$ cat src/rtl/blink_monitor.sv
// Measures the period and high time of an asynchronous blink line in clk cycles,
// counts completed blinks and flags a line that stops toggling.
module blink_monitor #(
    parameter int unsigned CNT_W   = 32,
    parameter int unsigned TIMEOUT = 100000000,
    parameter int unsigned BCNT_W  = 8
) (
    input  logic              clk,
    input  logic              reset,
    input  logic              enable,
    input  logic              blink_in,
    output logic              level,
    output logic [CNT_W-1:0]  period,
    output logic [CNT_W-1:0]  high_time,
    output logic              meas_valid,
    output logic [BCNT_W-1:0] blink_count,
    output logic              stuck
);

    localparam logic [CNT_W-1:0] TimeoutVal = CNT_W'(TIMEOUT);

    typedef enum logic [1:0] {StIdle, StHigh, StLow} state_e;

    logic              s1_q, s2_q, s2_d_q;
    logic              rise, fall, timeout;
    state_e            state_q, state_d;
    logic [CNT_W-1:0]  cnt_q, cnt_d;
    logic [CNT_W-1:0]  hi_lat_q, hi_lat_d;
    logic [CNT_W-1:0]  period_q, period_d;
    logic [CNT_W-1:0]  high_time_q, high_time_d;
    logic              meas_valid_q, meas_valid_d;
    logic [BCNT_W-1:0] blink_count_q, blink_count_d;
    logic              stuck_q, stuck_d;

    // Synchronizer runs regardless of enable so level stays live.
    always_ff @(posedge clk or posedge reset) begin
        if (reset) begin
            s1_q   <= 1'b0;
            s2_q   <= 1'b0;
            s2_d_q <= 1'b0;
        end else begin
            s1_q   <= blink_in;
            s2_q   <= s1_q;
            s2_d_q <= s2_q;
        end
    end

    assign rise    = s2_q & ~s2_d_q;
    assign fall    = ~s2_q & s2_d_q;
    assign timeout = (cnt_q == TimeoutVal) && !rise;

    // The arming rise restarts the count too, so the first period comes out exact.
    always_comb begin
        if (!enable) begin
            cnt_d = '0;
        end else if (rise) begin
            cnt_d = CNT_W'(1);
        end else if (state_q == StIdle) begin
            cnt_d = '0;
        end else if (cnt_q == '1) begin
            cnt_d = cnt_q;
        end else begin
            cnt_d = cnt_q + CNT_W'(1);
        end
    end

    always_comb begin
        state_d       = state_q;
        hi_lat_d      = hi_lat_q;
        period_d      = period_q;
        high_time_d   = high_time_q;
        meas_valid_d  = 1'b0;
        blink_count_d = blink_count_q;
        stuck_d       = stuck_q;
        if (!enable) begin
            state_d = StIdle;
        end else begin
            case (state_q)
                StIdle: begin
                    if (rise) state_d = StHigh;
                end
                StHigh: begin
                    if (timeout) begin
                        state_d = StIdle;
                        stuck_d = 1'b1;
                    end else if (fall) begin
                        state_d  = StLow;
                        hi_lat_d = cnt_q;
                    end
                end
                StLow: begin
                    if (rise) begin
                        state_d       = StHigh;
                        period_d      = cnt_q;
                        high_time_d   = hi_lat_q;
                        meas_valid_d  = 1'b1;
                        blink_count_d = blink_count_q + BCNT_W'(1);
                        stuck_d       = 1'b0;
                    end else if (timeout) begin
                        state_d = StIdle;
                        stuck_d = 1'b1;
                    end
                end
                default: state_d = StIdle;
            endcase
        end
    end

    always_ff @(posedge clk or posedge reset) begin
        if (reset) begin
            state_q       <= StIdle;
            cnt_q         <= '0;
            hi_lat_q      <= '0;
            period_q      <= '0;
            high_time_q   <= '0;
            meas_valid_q  <= 1'b0;
            blink_count_q <= '0;
            stuck_q       <= 1'b0;
        end else begin
            state_q       <= state_d;
            cnt_q         <= cnt_d;
            hi_lat_q      <= hi_lat_d;
            period_q      <= period_d;
            high_time_q   <= high_time_d;
            meas_valid_q  <= meas_valid_d;
            blink_count_q <= blink_count_d;
            stuck_q       <= stuck_d;
        end
    end

    assign level       = s2_q;
    assign period      = period_q;
    assign high_time   = high_time_q;
    assign meas_valid  = meas_valid_q;
    assign blink_count = blink_count_q;
    assign stuck       = stuck_q;

endmodule

$ cat config.mk
export PLATFORM = sky130hd
export DESIGN_NAME = blink_monitor
export DESIGN_NICKNAME = d
export VERILOG_FILES = /design/src/rtl/blink_monitor.sv
export SDC_FILE = /design/constraint.sdc
export NUM_CORES = 1
export LEC_CHECK = 0
export CORE_ASPECT_RATIO = 0.5
export CORE_MARGIN = 2
export CORE_UTILIZATION = 53
export DETAILED_ROUTE_END_ITERATION = 16
export GPL_ROUTABILITY_DRIVEN = 0
export PLACE_DENSITY = 0.75
export REMOVE_ABC_BUFFERS = 1
export SLEW_MARGIN = 20
export SYNTH_ARGS = -nofsm -noshare
export SYNTH_HDL_FRONTEND = slang
export SYNTH_SLANG_ARGS = --single-unit
$ cat constraint.sdc
create_clock -name clk -period 6.2 [get_ports clk]
set_input_delay 1.55 -clock clk [delete_from_list [all_inputs] [get_ports clk]]
set_output_delay 1.55 -clock clk [all_outputs]
set_load 0.01 [all_outputs]
* After elaboration in Yosys (flattened, before gate mapping) *
Index checks and enable logic that the tools add are counted.

storage, ports and cells
  bits in registers = 143
  output and inout bits = 75

operators by class
  bitwise gates (word level) = 5
  equality and inequality tests = 8
  muxes and demuxes = 17
  $add $sub $neg = 2
  reduce and logical (&&, ||, !) cells = 8

operator list
  cell                   count
  $mux 32                4
  $add 32x1->32 const B  1
  $eq 32x27->1 const B   1
  $eq 32x32->1 const B   1
  $mux 2                 6
  $ne 4x4->1 const B     3
  $add 8x1->8 const B    1
  $pmux 2 s3             1
  $reduce_and 3->1       2
  $mux 1                 5
  $reduce_and 4->1       1
  $ne 3x3->1 const B     1
  $not 1->1              3
  $and 1x1->1            2
  $eq 2x1->1 const B     1
  $eq 2x2->1 const B     1
  $logic_not 2->1        1
  $pmux 1 s2             1
  $reduce_and 2->1       1
  $reduce_bool 2->1      1
  $logic_and 1x1->1      1
  $logic_not 1->1        1

* Logic depth before layout (Yosys ltp) *
  word-level depth = 8
  mapped depth = 9
  gate-level depth less buffers = 7

* Worst setup path before layout *
No wires, ideal clock.

  path kind = input port to flip-flop
  from = in enable
  to = reg cnt_q[3]
  data arrival time = 3.156 ns
  setup slack = 2.966 ns
  path buffers = 2
  library setup time = 0.078 ns
  data required time = 6.122 ns
  cell stages on the path = 7
  cells stage by stage = clkbuf_1 nor2b_1 nand3_1 nor4_2 clkbuf_1 o21ai_0 a21oi_1

on the way
  word-level cells in the longest chain between the ends = 1
  elaborated cells between the ends (all ways) = 2
  classes of those cells = 1 x eq/ne; 1 x mux

RTL lines
  what                                                    line  text
  start, declared                                         10    input logic enable,
  $ne 4x4->1 (no source line) or $mux 32 (tied branches)  -
  end signal, assigned                                    121   cnt_q <= cnt_d;
  end, declared                                           27    logic [CNT_W-1:0] cnt_q, cnt_d;

Several ways; a longest one is shown, not always the timed one.
A chain may end at the register's enable or synchronous reset.

* Worst setup path in the final report *
Same ends and word-level chain as after synthesis.

==> flow_metrics.py <==
metrics = {
    "floorplanning": {
        "row_count": 27,
        "coreArea_um2": 11200,
        "fp.dieW_um": 157,
        "io_pins": 79,
        "die_h_um": 80.7,
        "die-area_um2": 12700,
        "start_util_pct": 55.6,
    },
    "sta": {
        "finalClockSkew_ns": 0.0123,
        "hold_viol": 0,
        "rsz0062_at_grt": "false",
        "max_freq_ghz": 0.273,
        "setup_viol_count_final": 0,
        "finalMaxSlewViolations": 0,
        "slew_headroom_pct": 36.3,
        "worst_pin_slew_ns": 0.954,
        "fin_setup_tns_ns": 0,
        "min_period_over_period_pct": 59.1,
        "period_needed_ns": 3.66,
    },
    "yosys": {
        "synthArstFlopShare_pct": 100,
        "yosys_most_used_dff": "dfrtp_1",
        "ys_seq_elements": 143,
        "synthesis.area_um2": 6240,
        "synth.distinct_cells": 38,
        "ys_seq_area_share_pct": 57.4,
        "ys_top_cells_by_count": "nand2_1, dfrtp_1, mux2_2, o21ai_0, a21oi_1",
        "synthCells": 636,
        "synth_warnings": 0,
        "synth_area_leaders": "dfrtp_1, nand2_1, mux2_2",
        "synth_top_area_cell": "dfrtp_1",
        "synth_most_common_cell": "nand2_1",
        "syn_area_per_cell_um2": 9.81,
        "synth-edff-count": 0,
        "synth_top_area_share_pct": 57.4,
    },
    "placed_design": {
        "dp_hpwl_um": 8470,
        "postPlaceCellArea_um2": 7120,
        "dp.cells": 845,
        "port_buffers": 78,
    },
    "power": {
        "p_per_area_nw_per_um2": 285,
        "combPwrFrac_pct": 9.0,
        "p_int_uw": 1670,
        "worst_ir_drop_vdd_mv": 0.160,
        "p_switching_uw": 530,
        "switching_share_pct": 24.1,
        "p_clk_share_pct": 46.3,
        "p_leak_uw": 0.00359,
        "power_frac_seq_pct": 44.8,
    },
    "route": {
        "first_iter_violations": 473,
        "drc": 0,
        "drt-wirelength-per-cell_um": 15.3,
        "dr.pass1.iters": 5,
        "drt-vias-per-instance": 5.49,
        "drtAntennaViolNets": 0,
        "via_count": 4812,
        "drt_wl_total_um": 13400,
    },
    "worst_setup_path": {
        "worstRegToRegCells": 5,
        "crit_path_max_fanout": 19,
        "crit_arrival_ns": 3.98,
        "end_kind": "register",
        "critPathKind": "input pin to register",
        "r2r_slack_ns": 3.48,
        "r2r_end": "cnt_q[3]$_DFFE_PP0P_",
        "critical_path_required_ns": 6.51,
        "critical_path.startpoint_type": "input pin",
        "r2r_start": "cnt_q[7]$_DFFE_PP0P_",
    },
    "clock_network": {
        "clockBufferDepth": 2,
        "clkSlewWorstSetupHoldPaths_ns": 0.06,
        "cts_root_buf": "clkbuf_16",
        "worstSkewPairLatency_ns": 0.41,
        "ctsHtreeMaxLevel": 4,
        "postCtsHoldBufs": 0,
        "cts_resized": 0,
        "cts_num_sinks": 143,
        "cts_setup_buffers": 0,
        "cts_tree": "done",
        "cts_made_buffers": 17,
    },
    "cells_and_area": {
        "postLayoutCellArea_um2": 7720,
        "final_nets": 716,
        "layoutNonFillerInstCount": 876,
        "syn2layout_area_growth_pct": 23.8,
        "n_antenna_cell": 0,
        "fill_cells": 865,
        "drive_gt1_share_pct": 10.7,
    },
    "hold_path": {
        "hp-class": "register to register",
        "worstHoldEndpoint": "level$_DFF_PP0_",
        "holdPathStages": 0,
        "hp-start": "s1_q$_DFF_PP0_",
    },
    "global_routing": {
        "track_usage_pct": 22.7,
        "grt_pass1_wl_um": 22500,
        "antenna_found_initial": 0,
        "grt_pass1_vias": 4608,
        "grt_max_degree": 103,
        "overflow": 0,
    },
    "flow_run": {
        "drv_cap": 0,
    },
    "status": {
        "outcome": "completed",
    },
}
-- layer usage --
metal / part of all wire (%) / up-vias / GRT usage, %
met5: 0 / - / 0
met4: 1.6 / 0 / 8.91
met3: 5.9 / 28 / 4.59
met2: 43 / 177 / 34.5
met1: 49 / 2303 / 32.5
li1: - / 2304 / -
-- worst max path at each step --
stage / slack [ns] / cells past startpoint / from / to
2_1_floorplan: 0.81 / 1 / reset / blink_count[0]$_DFFE_PP0P_
3_3_place_gp: 2.09 / 6 / enable / cnt_q[15]$_DFFE_PP0P_
3_5_place_dp: 1.88 / 6 / enable / cnt_q[8]$_DFFE_PP0P_
4_1_cts: 2.29 / 6 / enable / cnt_q[8]$_DFFE_PP0P_
5_1_grt: 2.25 / 7 / enable / blink_count[6]$_DFFE_PP0P_
6_report: 2.54 / 6 / enable / cnt_q[3]$_DFFE_PP0P_
-- power by group through the flow --
| stage | sequential, µW | combinational [µW] | clock [µW] |
|---|---|---|---|
| 2_1_floorplan | 1000 | 123 | 0 |
| 3_5_place_dp | 1000 | 199 | 0 |
| 4_1_cts | 984 | 200 | 1030 |
| 5_1_grt | 987 | 224 | 1070 |
| 3_3_place_gp | 999 | 194 | 0 |
| 6_report | 984 | 197 | 1020 |
-- worst max-delay path, cell delays in order --
cell             delay [ns]
clkdlybuf4s50_1        0.63
nor2b_1                0.36
nand3_1                0.19
nor4_4                 0.81
o21ai_0                0.26
a21oi_1                0.17
-- state kept, by name, summed over array words and instances (netlist names) --
name	flops
s2_d_q	1
hi_lat_q	32
high_time	32
cnt_q	32
blink_count	8
level	1
state_q	2
stuck	1
period	32
s1_q	1
meas_valid	1
-- cells by family after synthesis --
| group | Yosys count | synth area share (%) |
|---|---|---|
| compound gates | 63 | 5.58 |
| mux | 36 | 6.46 |
| simple gates | 334 | 24.8 |
| fa+ha+maj | 7 | 1.40 |
| xor+xnor | 11 | 1.54 |
| flops | 143 | 57.4 |
| buf+inv | 42 | 2.81 |
-- per-stage QoR --
| step | utilization [%] | power (µW) | hold WS, ns | worst slack, ns |
|---|---|---|---|---|
| 6_report | 68.8 | 2200 | 0.350 | 2.54 |
| 5_1_grt | 68.8 | 2280 | 0.355 | 2.25 |
| 4_1_cts | 68.8 | 2210 | 0.349 | 2.29 |
| 3_5_place_dp | 63.5 | 1200 | 0.336 | 1.88 |
| 3_3_place_gp | 63.5 | 1190 | 0.336 | 2.09 |
| 2_1_floorplan | - | 1120 | 0.331 | 0.812 |
-- area by class of cell --
class / instances / area (µm²) / area share [%]
Sequential cell: 143 / 3580 / 46.3
Multi-Input combinational cell: 451 / 2500 / 32.4
Timing Repair Buffer: 82 / 811 / 10.5
Clock buffer: 23 / 488 / 6.32
Tap cell: 159 / 199 / 2.58
Clock inverter: 8 / 104 / 1.35
Inverter: 10 / 42.5 / 0.551
-- cells in the final DEF (no fill, tap or decap), types with 2 or more instances in the layout --
| master | Yosys | layout |
|---|---|---|
| clkinv_2 | 0 | 2 |
| nand2_1 | 220 | 220 |
| ha_1 | 7 | 7 |
| inv_1 | 10 | 8 |
| a211oi_1 | 2 | 2 |
| buf_4 | 0 | 4 |
| nor4_1 | 5 | 5 |
| clkbuf_16 | 0 | 17 |
| and4_1 | 7 | 7 |
| o21ai_0 | 27 | 27 |
| mux2i_1 | 2 | 2 |
| a2111oi_0 | 2 | 2 |
| nand2b_1 | 4 | 4 |
| inv_6 | 0 | 3 |
| bufinv_16 | 0 | 2 |
| nor3_1 | 4 | 4 |
| nor2_1 | 15 | 15 |
| nand3_1 | 15 | 14 |
| clkdlybuf4s50_1 | 0 | 78 |
| nor4b_1 | 3 | 3 |
| nor2b_1 | 3 | 3 |
| mux2_2 | 34 | 34 |
| or3_1 | 19 | 19 |
| clkbuf_1 | 20 | 2 |
| a21oi_1 | 24 | 24 |
| nand4_1 | 10 | 10 |
| o31ai_1 | 6 | 6 |
| and2_1 | 4 | 4 |
| clkbuf_8 | 0 | 4 |
| xnor2_1 | 11 | 11 |
| dfrtp_1 | 143 | 143 |
| nor4bb_1 | 2 | 2 |
| and3_1 | 6 | 6 |
| or4_1 | 11 | 11 |
No activity file was read; power rests on OpenSTA's default activity.
